File: config.mk
export PLATFORM = sky130hd
export DESIGN_NAME = reg_read_scoreboard_flat
export DESIGN_NICKNAME = d
export VERILOG_FILES = /design/src/rtl/reg_read_scoreboard_pkg.sv /design/src/rtl/reg_read_scoreboard_if.sv /design/src/rtl/reg_busy_counters.sv /design/src/rtl/reg_read_scoreboard.sv /design/src/flat_wrapper.sv
export SDC_FILE = /design/constraint.sdc
export NUM_CORES = 1
export LEC_CHECK = 0
export CORE_MARGIN = 2
export CORE_UTILIZATION = 60
export CTS_BUF_LIST = sky130_fd_sc_hd__clkbuf_4 sky130_fd_sc_hd__clkbuf_8 sky130_fd_sc_hd__clkbuf_16
export CTS_CLUSTER_DIAMETER = 100
export DETAILED_ROUTE_END_ITERATION = 7
export DONT_BUFFER_PORTS = 1
export GPL_TIMING_DRIVEN = 1
export PLACE_DENSITY = 0.72
export SYNTH_ARGS = -nofsm -noshare
export SYNTH_HDL_FRONTEND = slang
export SYNTH_HIERARCHICAL = 1
export SYNTH_SLANG_ARGS = --single-unit
File: constraint.sdc
create_clock -name clk_i -period 11.7 [get_ports clk_i]
set_clock_uncertainty 0.1 [all_clocks]
set_input_delay 2.34 -clock clk_i [delete_from_list [all_inputs] [get_ports clk_i]]
set_output_delay 2.34 -clock clk_i [all_outputs]
set_load 0.005 [all_outputs]
File: src/rtl/reg_read_scoreboard_pkg.sv
// Shared types and constants for the register-read issue scoreboard.
package reg_read_scoreboard_pkg;

    localparam int unsigned RegCount = 32;

    typedef logic [4:0] reg_index_t;

    typedef enum logic [0:0] {
        StRun,
        StSerial
    } sb_state_e;

endpackage

File: src/rtl/reg_read_scoreboard_if.sv
// RR-stage request, retire ports and stall/issue handshake of the scoreboard.
interface reg_read_scoreboard_if;
    import reg_read_scoreboard_pkg::*;

    // Op in the RR stage
    logic       rr_valid;
    reg_index_t rr_rs1;
    reg_index_t rr_rs2;
    reg_index_t rr_rs3;
    logic       rr_read_int1;
    logic       rr_read_int2;
    logic       rr_read_fp1;
    logic       rr_read_fp2;
    logic       rr_read_fp3;
    reg_index_t rr_rd;
    logic       rr_write_int;
    logic       rr_write_fp;
    logic       rr_serialize;
    logic       ex_stall;
    logic       flush;

    // Retire ports: 0 = int pipe, 1 = fp pipe
    logic [1:0]       ret_valid;
    reg_index_t [1:0] ret_rd;
    logic [1:0]       ret_write_int;
    logic [1:0]       ret_write_fp;

    // Handshake back to the pipe controller
    logic rr_stall;
    logic issue;

    modport master (
        output rr_valid, rr_rs1, rr_rs2, rr_rs3, rr_read_int1, rr_read_int2,
               rr_read_fp1, rr_read_fp2, rr_read_fp3, rr_rd, rr_write_int, rr_write_fp,
               rr_serialize, ex_stall, flush, ret_valid, ret_rd, ret_write_int, ret_write_fp,
        input  rr_stall, issue
    );

    modport slave (
        input  rr_valid, rr_rs1, rr_rs2, rr_rs3, rr_read_int1, rr_read_int2,
               rr_read_fp1, rr_read_fp2, rr_read_fp3, rr_rd, rr_write_int, rr_write_fp,
               rr_serialize, ex_stall, flush, ret_valid, ret_rd, ret_write_int, ret_write_fp,
        output rr_stall, issue
    );

endinterface

File: src/rtl/reg_busy_counters.sv
// Bank of 32 pending-write counters: one increment and two decrement ports per cycle.
module reg_busy_counters
    import reg_read_scoreboard_pkg::*;
#(
    parameter int unsigned CntWidth = 2,
    parameter bit          MaskZero = 1'b0  // entry 0 is hardwired to zero (int x0)
) (
    input  logic                          clk_i,
    input  logic                          rst_ni,
    input  logic                          inc_en_i,
    input  reg_index_t                    inc_idx_i,
    input  logic [1:0]                    dec_en_i,
    input  reg_index_t [1:0]              dec_idx_i,
    input  reg_index_t [2:0]              rd_idx_i,
    output logic [2:0][CntWidth-1:0]      rd_cnt_o,
    input  reg_index_t                    dst_idx_i,
    output logic [CntWidth-1:0]           dst_cnt_o,
    output logic                          underflow_o
);

    // One extra bit so count + increment cannot wrap before clamping.
    localparam int unsigned SumWidth = CntWidth + 1;
    localparam logic [SumWidth-1:0] CntMax = SumWidth'({CntWidth{1'b1}});

    logic [RegCount-1:0][CntWidth-1:0] cnt_q, cnt_d;

    // Net per-entry update: increment and both decrements are summed, clamped at zero.
    always_comb begin
        logic [SumWidth-1:0] up;
        logic [SumWidth-1:0] down;
        cnt_d       = cnt_q;
        underflow_o = 1'b0;
        for (int unsigned i = 0; i < RegCount; i++) begin
            up   = SumWidth'(cnt_q[i])
                 + SumWidth'(inc_en_i && (inc_idx_i == reg_index_t'(i)));
            down = SumWidth'(dec_en_i[0] && (dec_idx_i[0] == reg_index_t'(i)))
                 + SumWidth'(dec_en_i[1] && (dec_idx_i[1] == reg_index_t'(i)));
            if (MaskZero && i == 0) begin
                cnt_d[i] = '0;
            end else if (down > up) begin
                cnt_d[i]    = '0;
                underflow_o = 1'b1;
            end else if ((up - down) > CntMax) begin
                cnt_d[i] = CntMax[CntWidth-1:0];
            end else begin
                cnt_d[i] = CntWidth'(up - down);
            end
        end
    end

    // Counter storage
    always_ff @(posedge clk_i or negedge rst_ni) begin
        if (!rst_ni) begin
            cnt_q <= '0;
        end else begin
            cnt_q <= cnt_d;
        end
    end

    // Read-out of sources and destination
    always_comb begin
        for (int unsigned k = 0; k < 3; k++) begin
            rd_cnt_o[k] = cnt_q[rd_idx_i[k]];
        end
        dst_cnt_o = cnt_q[dst_idx_i];
    end

endmodule

File: src/rtl/reg_read_scoreboard.sv
// Issue interlock for the RR stage: register hazards, in-flight limit and serialization.
module reg_read_scoreboard
    import reg_read_scoreboard_pkg::*;
#(
    parameter int unsigned  MaxInflight = 16,
    parameter int unsigned  CntWidth    = 2,
    localparam int unsigned InFlightW   = $clog2(MaxInflight) + 1
) (
    input  logic                   clk_i,
    input  logic                   rst_ni,
    reg_read_scoreboard_if.slave   bus,
    output logic [InFlightW-1:0]   in_flight_o,
    output logic                   underflow_o
);

    localparam logic [CntWidth-1:0] CntMax = '1;

    sb_state_e               state_q, state_d;
    logic [InFlightW-1:0]    in_flight_q, in_flight_d;
    logic                    underflow_q;
    logic                    in_flight_uf;
    logic [2:0][CntWidth-1:0] int_cnt, fp_cnt;
    logic [CntWidth-1:0]     int_dst_cnt, fp_dst_cnt;
    logic                    int_uf, fp_uf;
    logic                    hazard, saturation, full, stall;

    reg_busy_counters #(
        .CntWidth (CntWidth),
        .MaskZero (1'b1)
    ) u_int_cnt (
        .clk_i       (clk_i),
        .rst_ni      (rst_ni),
        .inc_en_i    (bus.issue & bus.rr_write_int),
        .inc_idx_i   (bus.rr_rd),
        .dec_en_i    (bus.ret_valid & bus.ret_write_int),
        .dec_idx_i   (bus.ret_rd),
        .rd_idx_i    ({bus.rr_rs3, bus.rr_rs2, bus.rr_rs1}),
        .rd_cnt_o    (int_cnt),
        .dst_idx_i   (bus.rr_rd),
        .dst_cnt_o   (int_dst_cnt),
        .underflow_o (int_uf)
    );

    reg_busy_counters #(
        .CntWidth (CntWidth),
        .MaskZero (1'b0)
    ) u_fp_cnt (
        .clk_i       (clk_i),
        .rst_ni      (rst_ni),
        .inc_en_i    (bus.issue & bus.rr_write_fp),
        .inc_idx_i   (bus.rr_rd),
        .dec_en_i    (bus.ret_valid & bus.ret_write_fp),
        .dec_idx_i   (bus.ret_rd),
        .rd_idx_i    ({bus.rr_rs3, bus.rr_rs2, bus.rr_rs1}),
        .rd_cnt_o    (fp_cnt),
        .dst_idx_i   (bus.rr_rd),
        .dst_cnt_o   (fp_dst_cnt),
        .underflow_o (fp_uf)
    );

    // Int ops have no third source
    logic unused_int_rs3;
    assign unused_int_rs3 = ^int_cnt[2];

    // Stall decision: registered state plus RR/EX inputs only, never the retire ports.
    always_comb begin
        hazard = (bus.rr_read_int1 && int_cnt[0] != '0) ||
                 (bus.rr_read_int2 && int_cnt[1] != '0) ||
                 (bus.rr_read_fp1  && fp_cnt[0]  != '0) ||
                 (bus.rr_read_fp2  && fp_cnt[1]  != '0) ||
                 (bus.rr_read_fp3  && fp_cnt[2]  != '0);
        saturation = (bus.rr_write_int && int_dst_cnt == CntMax) ||
                     (bus.rr_write_fp  && fp_dst_cnt  == CntMax);
        full  = (in_flight_q == InFlightW'(MaxInflight));
        stall = 1'b0;
        unique case (state_q)
            StRun: stall = bus.rr_valid && (hazard || saturation || full || bus.ex_stall ||
                                            (bus.rr_serialize && in_flight_q != '0));
            StSerial: stall = bus.rr_valid;
            default: stall = bus.rr_valid;
        endcase
    end

    assign bus.rr_stall = stall;
    assign bus.issue    = bus.rr_valid & ~stall & ~bus.flush;

    // In-flight count: issue and both retires summed, clamped at zero.
    always_comb begin
        logic [InFlightW-1:0] up;
        logic [InFlightW-1:0] down;
        up   = in_flight_q + InFlightW'(bus.issue);
        down = InFlightW'(bus.ret_valid[0]) + InFlightW'(bus.ret_valid[1]);
        in_flight_uf = (down > up);
        in_flight_d  = in_flight_uf ? '0 : up - down;
    end

    // Next state: leave SERIAL as the count drains so the following cycle can issue.
    always_comb begin
        state_d = state_q;
        unique case (state_q)
            StRun:    if (bus.issue && bus.rr_serialize) state_d = StSerial;
            StSerial: if (in_flight_d == '0) state_d = StRun;
            default:  state_d = StRun;
        endcase
    end

    // State, in-flight count and sticky underflow
    always_ff @(posedge clk_i or negedge rst_ni) begin
        if (!rst_ni) begin
            state_q     <= StRun;
            in_flight_q <= '0;
            underflow_q <= 1'b0;
        end else begin
            state_q     <= state_d;
            in_flight_q <= in_flight_d;
            underflow_q <= underflow_q | int_uf | fp_uf | in_flight_uf;
        end
    end

    assign in_flight_o = in_flight_q;
    assign underflow_o = underflow_q;

endmodule
File: src/flat_wrapper.sv
// flat-port wrapper written by rule: the top's interface ports become plain ports
module reg_read_scoreboard_flat import reg_read_scoreboard_pkg::*;
#(
    parameter int unsigned  MaxInflight = 16,
    parameter int unsigned  CntWidth    = 2,
    localparam int unsigned InFlightW   = $clog2(MaxInflight) + 1
)
  (clk_i, rst_ni, in_flight_o, underflow_o, bus_rr_valid, bus_rr_rs1, bus_rr_rs2, bus_rr_rs3, bus_rr_read_int1, bus_rr_read_int2, bus_rr_read_fp1, bus_rr_read_fp2, bus_rr_read_fp3, bus_rr_rd, bus_rr_write_int, bus_rr_write_fp, bus_rr_serialize, bus_ex_stall, bus_flush, bus_ret_valid, bus_ret_rd, bus_ret_write_int, bus_ret_write_fp, bus_rr_stall, bus_issue);
  reg_read_scoreboard_if bus_i ();
  input  logic clk_i;
  input  logic rst_ni;
  output logic [InFlightW-1:0] in_flight_o;
  output logic underflow_o;
  input wire logic [$bits(bus_i.rr_valid)-1:0] bus_rr_valid;
  input wire logic [$bits(bus_i.rr_rs1)-1:0] bus_rr_rs1;
  input wire logic [$bits(bus_i.rr_rs2)-1:0] bus_rr_rs2;
  input wire logic [$bits(bus_i.rr_rs3)-1:0] bus_rr_rs3;
  input wire logic [$bits(bus_i.rr_read_int1)-1:0] bus_rr_read_int1;
  input wire logic [$bits(bus_i.rr_read_int2)-1:0] bus_rr_read_int2;
  input wire logic [$bits(bus_i.rr_read_fp1)-1:0] bus_rr_read_fp1;
  input wire logic [$bits(bus_i.rr_read_fp2)-1:0] bus_rr_read_fp2;
  input wire logic [$bits(bus_i.rr_read_fp3)-1:0] bus_rr_read_fp3;
  input wire logic [$bits(bus_i.rr_rd)-1:0] bus_rr_rd;
  input wire logic [$bits(bus_i.rr_write_int)-1:0] bus_rr_write_int;
  input wire logic [$bits(bus_i.rr_write_fp)-1:0] bus_rr_write_fp;
  input wire logic [$bits(bus_i.rr_serialize)-1:0] bus_rr_serialize;
  input wire logic [$bits(bus_i.ex_stall)-1:0] bus_ex_stall;
  input wire logic [$bits(bus_i.flush)-1:0] bus_flush;
  input wire logic [$bits(bus_i.ret_valid)-1:0] bus_ret_valid;
  input wire logic [$bits(bus_i.ret_rd)-1:0] bus_ret_rd;
  input wire logic [$bits(bus_i.ret_write_int)-1:0] bus_ret_write_int;
  input wire logic [$bits(bus_i.ret_write_fp)-1:0] bus_ret_write_fp;
  output wire logic [$bits(bus_i.rr_stall)-1:0] bus_rr_stall;
  output wire logic [$bits(bus_i.issue)-1:0] bus_issue;
  assign bus_i.rr_valid = bus_rr_valid;
  assign bus_i.rr_rs1 = bus_rr_rs1;
  assign bus_i.rr_rs2 = bus_rr_rs2;
  assign bus_i.rr_rs3 = bus_rr_rs3;
  assign bus_i.rr_read_int1 = bus_rr_read_int1;
  assign bus_i.rr_read_int2 = bus_rr_read_int2;
  assign bus_i.rr_read_fp1 = bus_rr_read_fp1;
  assign bus_i.rr_read_fp2 = bus_rr_read_fp2;
  assign bus_i.rr_read_fp3 = bus_rr_read_fp3;
  assign bus_i.rr_rd = bus_rr_rd;
  assign bus_i.rr_write_int = bus_rr_write_int;
  assign bus_i.rr_write_fp = bus_rr_write_fp;
  assign bus_i.rr_serialize = bus_rr_serialize;
  assign bus_i.ex_stall = bus_ex_stall;
  assign bus_i.flush = bus_flush;
  assign bus_i.ret_valid = bus_ret_valid;
  assign bus_i.ret_rd = bus_ret_rd;
  assign bus_i.ret_write_int = bus_ret_write_int;
  assign bus_i.ret_write_fp = bus_ret_write_fp;
  assign bus_rr_stall = bus_i.rr_stall;
  assign bus_issue = bus_i.issue;
  reg_read_scoreboard #(.MaxInflight(MaxInflight), .CntWidth(CntWidth)) u_core (.clk_i(clk_i), .rst_ni(rst_ni), .bus(bus_i), .in_flight_o(in_flight_o), .underflow_o(underflow_o));
endmodule
==> metrics, run 1 <==
Hold Crit Depth 2; CP Depth 19; Max Slew Vio Count 0; largest net degree at the start of global routing 134; # DRC 0; synthesized area 0.01835 mm2; CP max FO 36; clk slew on worst S/H paths 0.06 ns; post_cts resized 0; Reg2Reg Depth 19; crit path max-delay cell type nor4_1; Synth Area per Inst 9.842 um2; Startpoint Class input port; Post-DP HPWL 42650 um; H-tree depth 4; Worst path top cell family by delay simple AND/OR/NAND/NOR gates; setup TNS 0 ns; Clock Tree Buf Depth 2; CP arrival 8.96 ns; CP max stage delay 0.77 ns; via count of the first global-routing pass 14930; core area 0.03035 mm2; Top Usage Layer GRT met2; switch share ~45%; status complete, no violations; Synth Instances around 1900; Final setup viols 0; area growth from synthesis to final layout 3.744%; DRT iter0 DRCs 1500; Root Buffer clkbuf_16; nets@finish about 2300; hold crit path type flop to flop; Die X 178.9 um; Power Internal 1.908 mW; CTS tree built; maximum vdd drop about 0.12 mV; Fin Hold WS ~0.58 ns; Skew-Pair Late Insertion Delay 0.45 ns; most frequent cells in the layout inv_1 (274), ha_1 (257), nor2_1 (222), dfrtp_1 (133), fa_1 (127); Pwr Density roughly 180 mW/mm2; max_cap viols 0; Initial Utilization 60.45%; hold buffer count at CTS 0; DRT Pass-1 Iters 6; Yosys warnings 6; Psw 1.542 mW; num rows 64; layout cells sized above 1 6.110%; Fin. Hold Viols 0; TritonCTS buffer count 17; Slew HR between 40% and 50%; crit-path cells mux4_2 -> a22oi_1 -> nand3_1 -> and3_1 -> o21ai_0 -> nand3_1 -> or3_4 -> nor3b_2 -> and2_1 -> nand4_1 -> nor3_1 -> ha_1 -> inv_1 -> fa_1 -> o31a_1 -> nor4_1 -> nand4_1 -> or3_1 -> or4_1; DIE HEIGHT 178.9 um; number of port buffers 0; f_max 0.1145 GHz; Lkg Pwr 8.604 nW; CP required about 12 ns; Critical Path End Type flop; leading cell type in the layout, fill and taps excluded inv_1; DR WL/cell roughly 24 um; total gr overflow 0; initial antenna violation count 3; IO Pins 57; die area 0.03199 mm2; Post-Syn Nets 2297; Detailed Route WL 53950 um; CP Class input port to flop; worst path bufs/invs 1; routability cong. roughly 0.99; fin crit share roughly 75%; post-route ant nets 0; vias 15020; Slew @ Worst Pin 0.8646 ns; RSZ-0062 raised after global routing false; Final min period 8.737 ns; Sink Count ~130; post-CTS setup buffers 0; vias per cell 6.729; met3 global-route usage 9.351%; Reg power frac between 30 and 40%; GR Util met1 41.68%; GRT Overall Usage 35.07%; first-pass GRT wire length 83130 um; clock share of power 16.6%; Gate power share 50.6%; M2 GR Usage 55.48%
-- power groups by stage --
stage          Sequential, mW  Combinational [mW]  Clock (mW)
2_1_floorplan           0.877                1.40           0
3_3_place_gp             1.10                1.64           0
3_5_place_dp             1.10                1.72           0
4_1_cts                  1.10                1.73       0.584
5_1_grt                  1.14                1.96       0.603
6_report                 1.13                1.75       0.574
-- final timing paths --
check / startpoint / endpoint / slack, ns
setup / recovery: bus_rr_rs1[1] / u_core/underflow_o / 2.96
hold / removal: u_core/state_q / u_core/state_q / 0.58
setup reg to reg: u_core/u_fp_cnt/cnt_q[33] / u_core/underflow_o / 4.38
hold reg to reg: u_core/state_q / u_core/state_q / 0.58
max in group asynchronous: rst_ni / u_core/u_fp_cnt/cnt_q[7] / 9.81
min in group asynchronous: rst_ni / u_core/u_int_cnt/cnt_q[39] / 1.49
-- per-stage QoR --
| step | cell area, um2 | std cells | utilization (%) | setup WS (ns) | power [mW] |
|---|---|---|---|---|---|
| after floorplan | 18350 | 1864 | - | 4.045 | 2.278 |
| after global placement | 18410 | 2197 | 60.67 | 2.892 | 2.748 |
| after detailed placement | 18410 | 2197 | 60.67 | 2.714 | 2.823 |
| after CTS | 19030 | 2229 | 62.69 | 3.186 | 3.415 |
| after global routing | 19030 | 2230 | 62.70 | 2.994 | 3.696 |
| final | 19030 | 2232 | 62.71 | 2.963 | 3.450 |
-- layout make-up --
type | count | area, um2
Antenna cell | 3 | 7.507
Clock buffer | 20 | 460.4
Clock inverter | 12 | 153.9
Fill cell | 2551 | 11320
Inverter | 274 | 1028
Multi-Input combinational cell | 1393 | 13550
Sequential cell | 133 | 3328
Tap cell | 396 | 495.5
Timing Repair Buffer | 1 | 7.507
-- flip-flops by register name (all words and copies together), names as in the netlist --
signal                  count
u_core/u_fp_cnt/cnt_q      64
u_core/underflow_o          1
u_core/in_flight_o          5
u_core/u_int_cnt/cnt_q     62
u_core/state_q              1
-- metal layers --
metal  share of wire (%)  vias up  wire [um]
met5               0.015        -          8
met4                 7.9        2       4264
met3                 9.8      224       5273
met2                  46      759      24730
met1                  36     7439      19680
li1                    -     6596          -
-- worst min-delay path, stage by stage (launching register included) --
cell and delay [ns]:
dfrtp_1 0.44, o21ai_0 0.11, o22ai_1 0.09
Note: power is estimated with default switching activity, not from simulation.
==> run 2: changes to the inputs <==
- clock period: 11.7 -> 8.3 ns (I/O delays scaled with it)
==> run 2 against run 1 <==
Effect of this change:
- die area is the same
- first-iteration DRC count grew 0.47%
- register-to-register slack lost 3.4 ns
- clock-buffer cell count is the same
- clock power grew 38%
- design area is essentially flat
- non-clock buffer count grew 3
- cell count grew 0.18%
- critical path type unchanged
- largest cell class unchanged
- highest routed layer is now met4
==> metrics, run 2 (synthesized netlist as in run 1, its figures left out) <==
layout cells sized above 1 6.264% (+0.15 points); most frequent cells in the layout inv_1 (274), ha_1 (257), nor2_1 (222), dfrtp_1 (133), fa_1 (127); Pwr Density 256.5 mW/mm2 (+41%); worst path bufs/invs 1 (unchanged); Setup crit end u_core/underflow_o; routability cong. 1.002 (+1.2%); Root Buffer clkbuf_16; Clock Tree Buf Depth 2 (unchanged); Worst path top cell family by delay simple AND/OR/NAND/NOR gates; number of port buffers 0 (unchanged); IO Pins 57 (unchanged); fin crit share 97.96%; CP arrival 8.35 ns (-0.61 ns); Reg2Reg Depth 19 (unchanged); max_cap viols 0 (unchanged); max reg flops 64 (unchanged); sequential cell area 0.003328 mm2 (unchanged); Lkg Pwr 8.610 nW (about the same); status complete, no violations; Fin. Hold Viols 0 (unchanged); Startpoint Class input port; vias per cell 6.753 (+0.35%); DR WL/cell 24.64 um (+1.9%); Post-DP HPWL 42620 um (about the same); Critical R2R Launch u_core/u_int_cnt/cnt_q[39]; RR Endpoint u_core/underflow_o; first-pass GRT wire length 85380 um (+2.7%); Gate power share 51.5% (+0.9 points); CTS tree built; Slew HR 34.51% (-7.3 points); core area 0.03035 mm2 (unchanged); vias 15100 (+0.53%); CP required 8.52 ns (-3.40 ns); crit path max-delay cell type nor4_1; Skew-Pair Late Insertion Delay 0.45 ns (about the same); TritonCTS buffer count 17 (unchanged); leading cell type in the layout, fill and taps excluded inv_1; Critical Path End Type flop; clock share of power 16.2% (-0.4 points); Detailed Route WL 55090 um (+2.1%); Sink Count 133 (unchanged); hold buffer count at CTS 0 (unchanged); GRT Overall Usage 35.74% (+0.66 points); Top reg by flops u_core/u_fp_cnt/cnt_q; Reg power frac 32.3% (-0.5 points); die area 0.03199 mm2 (unchanged); Layout Cells excl Fill 2236 (+0.18%); Die X 178.9 um (unchanged); switch share 44.83% (+0.14 points); num rows 64 (unchanged); crit-path cells mux4_2 -> a22oi_1 -> nand4_1 -> and3_1 -> o21ai_0 -> nand4_1 -> or3_4 -> nor3b_2 -> and2_1 -> nand4_1 -> nor3_1 -> ha_1 -> inv_1 -> fa_1 -> o31a_1 -> nor4_1 -> nand4_1 -> or3_1 -> or4_1; CP startpoint bus_rr_rs2[0]; Power Internal 2.694 mW (+41%); clk slew on worst S/H paths 0.07 ns (about the same); CP max stage delay 0.85 ns (+0.08 ns); Initial Utilization 60.45% (unchanged); area growth from synthesis to final layout 3.778% (about the same); post-CTS setup buffers 0 (unchanged); initial antenna violation count 3 (unchanged); Max Slew Vio Count 0 (unchanged); Filler cells 2527 (-0.94%); f_max approximately 0.12 GHz; CP max FO 37 (+2.8%); post_cts resized 0 (unchanged); nets@finish 2256 (+0.13%); DRT iter0 DRCs 1507 (+0.47%); RSZ-0062 raised after global routing false; post-route ant nets 0 (unchanged); Psw 2.189 mW (+42%); DIE HEIGHT 178.9 um (unchanged); Final min period 8.131 ns; CP Class input port to flop; maximum vdd drop 0.2171 mV (+81%); # DRC 0 (unchanged); CP Depth 19 (unchanged); Final setup viols 0 (unchanged); DRT Pass-1 Iters 6 (unchanged); post-layout util 62.74% (about the same); hold crit path type flop to flop; Crit path top cell by count nand4_1; multi-input logic area 0.01355 mm2 (unchanged); placed cells 2200 (+0.14%); largest net degree at the start of global routing 134 (unchanged); flop2flop setup slack 0.94 ns (-3.44 ns); total gr overflow 0 (unchanged); Slew @ Worst Pin 0.9734 ns (+0.1088 ns); via count of the first global-routing pass 15390 (+3.1%); H-tree depth 4 (unchanged)
run 2: changes by cell type in the layout (fill, tap and decap cells not counted), sizes merged:
cell and delta:
buf +3, bufinv -1, clkinv +1, diode +1
run 2: power by group through the flow:
stage | clock network (mW) | registers, mW | logic, mW
global placement | 0 | 1.53 | 2.35
detailed placement | 0 | 1.54 | 2.47
CTS | 0.806 | 1.53 | 2.50
finish | 0.793 | 1.58 | 2.51
floorplan | 0 | 1.24 | 1.98
global route | 0.831 | 1.59 | 2.81
run 2: routing by layer:
metal / global-route usage, % / routed length, um / part of all wire (%)
met2: 57.02 / 25300 / 46
met4: 23.81 / 4245 / 7.7
met1: 43.21 / 20430 / 37
met5: 0 / 0 / 0
met3: 8.376 / 5110 / 9.3
run 2: layout make-up:
type                    instances  area share, %
well taps                     396          2.602
clock inverters                12         0.6769
flip-flops and latches        133          17.48
clock buffers                  20          2.451
diodes                          4        0.05257
inverters                     274          5.402
multi-input cells            1393          71.18
repair buffers                  4         0.1577
run 2: worst reg2reg max path, stage by stage (launching register included):
cell,delay [ns]
dfrtp_1,0.47
mux4_2,0.51
a22oi_1,0.25
nand4_1,0.13
and3_1,0.18
o21ai_0,0.29
nand4_1,0.14
or3_4,0.40
nor3b_2,0.48
and2_1,0.41
nand4_1,0.29
nor3_1,0.33
ha_1,0.24
inv_1,0.07
fa_1,0.49
o31a_1,0.38
nor4_1,0.85
nand4_1,0.30
or3_1,0.44
or4_1,0.48
run 2: worst min path at each step:
| stage | cells past startpoint | start | slack, ns | to |
|---|---|---|---|---|
| final | 2 | u_core/state_q | 0.56 | u_core/state_q |
| after global routing | 2 | u_core/state_q | 0.58 | u_core/state_q |
| after CTS | 2 | u_core/state_q | 0.57 | u_core/state_q |
| after detailed placement | 2 | u_core/state_q | 0.55 | u_core/state_q |
| after floorplan | 1 | u_core/underflow_o | 0.37 | u_core/underflow_o |
| after global placement | 2 | u_core/state_q | 0.56 | u_core/state_q |
run 2: stage by stage:
stage | TNS [ns] | hold slack, ns | worst slack, ns | power [mW] | area (um2)
global route | 0 | 0.5833 | 0.1442 | 5.232 | 19030
global placement | 0 | 0.5587 | 0.1277 | 3.879 | 18430
detailed placement | -0.02372 | 0.5529 | -0.02372 | 4.005 | 18430
CTS | 0 | 0.5695 | 0.4510 | 4.831 | 19030
finish | 0 | 0.5627 | 0.1693 | 4.884 | 19040
floorplan | 0 | 0.3685 | 1.325 | 3.212 | 18350
==> run 3: changes to the inputs <==
- CORE_UTILIZATION: 60 -> 50
- CTS_CLUSTER_SIZE: not set -> 12
- PLACE_DENSITY: 0.72 -> not set
- PLACE_DENSITY_LB_ADDON: not set -> 0.1
==> run 3 against run 2 <==
Effect of this change:
- flip-flop and latch count is the same
- utilization shrank 10 points
- hold slack lost 0.033 ns
- fmax grew 5.3%
- combinational power is essentially flat
- die area grew 20%
- clock-buffer cell count grew 2
- setup slack gained 0.41 ns
- register-to-register slack gained 0.42 ns
- critical path type unchanged
==> metrics, run 3 (synthesized netlist as in run 1, its figures left out) <==
GRT Overall Usage 30.63% (-5.1 points); hold crit path type flop to flop; hold buffer count at CTS 0 (unchanged); nets@finish 2255 (-0.044%); Fin Hold WS 0.5295 ns (-0.03327 ns); area growth from synthesis to final layout 4.133%; RSZ-0062 raised after global routing false; core area 0.03635 mm2 (+20%); Top reg by flops u_core/u_fp_cnt/cnt_q; largest net degree at the start of global routing 134 (unchanged); Detailed Route WL 56280 um (+2.2%); Post-DP HPWL 43860 um (+2.9%); Design Area, Final 0.01910 mm2 (+0.34%); CP arrival 7.95 ns (-0.40 ns); vias 14660 (-2.9%); Lkg Pwr 8.608 nW (about the same); max reg flops 64 (unchanged); num rows 70 (+9.4%); first-pass GRT wire length 88100 um (+3.2%); Sink Count 133 (unchanged); CP max stage delay 0.51 ns (-0.34 ns); most frequent cells in the layout inv_1 (274), ha_1 (257), nor2_1 (222), dfrtp_1 (133), fa_1 (127); fin crit share 92.99% (-5.0 points); crit-path cells mux4_2 -> a2111oi_0 -> a311oi_1 -> o21ai_0 -> nand3_1 -> or3_4 -> nor3b_2 -> and2_1 -> nor2b_1 -> nand3_1 -> nor3_1 -> ha_1 -> inv_1 -> fa_1 -> o31a_1 -> nor4_1 -> nand4_1 -> or3_1 -> or4_1; H-tree depth 4 (unchanged); Startpoint Class input port; Slew @ Worst Pin 0.7465 ns (-0.2269 ns); placed cells 2271 (+3.2%); DR WL/cell 24.41 um (-0.93%); max_cap viols 0 (unchanged); maximum vdd drop 0.1619 mV (-25%); Pwr Density 251.4 mW/mm2 (-2.0%); CTS tree built; Layout Cells excl Fill 2306 (+3.1%); Root Buffer clkbuf_16; post_cts resized 0 (unchanged); DP Area 0.01852 mm2 (+0.45%); setup TNS 0 ns (unchanged); pre-CTS setup slack 0.3107 ns (+0.3344 ns); Clock Tree Buf Depth 2 (unchanged); initial antenna violation count 4 (+1); Die X 195.6 um (+9.3%); final worst slack 0.5821 ns (+0.4128 ns); clk slew on worst S/H paths 0.07 ns (about the same); Initial Utilization 50.48% (-10 points); Crit path top cell by count nand3_1; IO Pins 57 (unchanged); layout cells sized above 1 6.213% (-0.051 points); status complete, no violations; DRT iter0 DRCs 1113 (-26%); number of port buffers 0 (unchanged); Critical Path End Type flop; routability cong. 0.9637 (-3.8%); post-CTS setup buffers 0 (unchanged); vias per cell 6.356 (-5.9%); Fin. Hold Viols 0 (unchanged); Final min period 7.718 ns (-0.4128 ns); via count of the first global-routing pass 15140 (-1.6%); # DRC 0 (unchanged); total gr overflow 0 (unchanged); CP max FO 36 (-2.7%); die area 0.03824 mm2 (+20%); Final setup viols 0 (unchanged); post-route ant nets 0 (unchanged); Skew-Pair Late Insertion Delay 0.45 ns (about the same); TritonCTS buffer count 17 (unchanged); Max Slew Vio Count 0 (unchanged); CP Class input port to flop; Slew HR 49.81% (+15 points); crit path max-delay cell type a2111oi_0; post-layout util 52.56% (-10 points); DIE HEIGHT 195.6 um (+9.3%); f_max 0.1296 GHz (+5.3%); CP required 8.53 ns (about the same); leading cell type in the layout, fill and taps excluded inv_1; DRT Pass-1 Iters 5 (-1); Tot Pwr 4.802 mW (-1.7%)
[run 3: cell count changes in the layout (fill, tap and decap cells not counted), sizes merged]
cell,previous run,this run
clkbuf,20,22
buf,4,3
clkinv,7,6
clkinvlp,3,2
diode,4,3
[run 3: area by class of cell]
class / count / area, um2
sequential: 133 / 3328
timing repair buffer: 3 / 22.52
fill: 3301 / 17240
clock inverter: 10 / 105.1
antenna: 3 / 7.507
inverter: 274 / 1028
clock buffer: 22 / 475.5
multi-input combinational: 1393 / 13550
tap: 468 / 585.6
[run 3: path summary, 6_finish.rpt]
path / start / end / slack [ns] / cells past startpoint
min: u_core/state_q / u_core/state_q / 0.53 / 2
min in group asynchronous: rst_ni / u_core/u_int_cnt/cnt_q[16] / 0.81 / 0
max in group asynchronous: rst_ni / u_core/u_fp_cnt/cnt_q[42] / 7.08 / 0
max: bus_rr_rs1[1] / u_core/underflow_o / 0.58 / 19
max reg2reg: u_core/u_int_cnt/cnt_q[2] / u_core/underflow_o / 1.36 / 19
min reg2reg: u_core/state_q / u_core/state_q / 0.53 / 2
[run 3: power by group]
| part | internal (mW) | switching [mW] | leakage [nW] |
|---|---|---|---|
| Combinational | 1.27 | 1.24 | 6.55 |
| Sequential | 0.958 | 0.549 | 1.77 |
| Clock | 0.464 | 0.327 | 0.290 |
[run 3: routing by layer]
layer  vias to the layer above  wire length, um  GRT usage [%]
met2                       595            26670          50.52
met5                         -                0              0
met3                       163             4244          6.304
met1                      7316            22190          37.94
met4                         0             3175          16.28
li1                       6583                -              -
[run 3: worst max-delay path, delay by kind of cell]
family          cells  cell delay, ns
simple gates       11            3.82
mux                 1            0.47
compound gates      4            1.25
buf+inv             1            0.06
fa+ha+maj           2            0.66
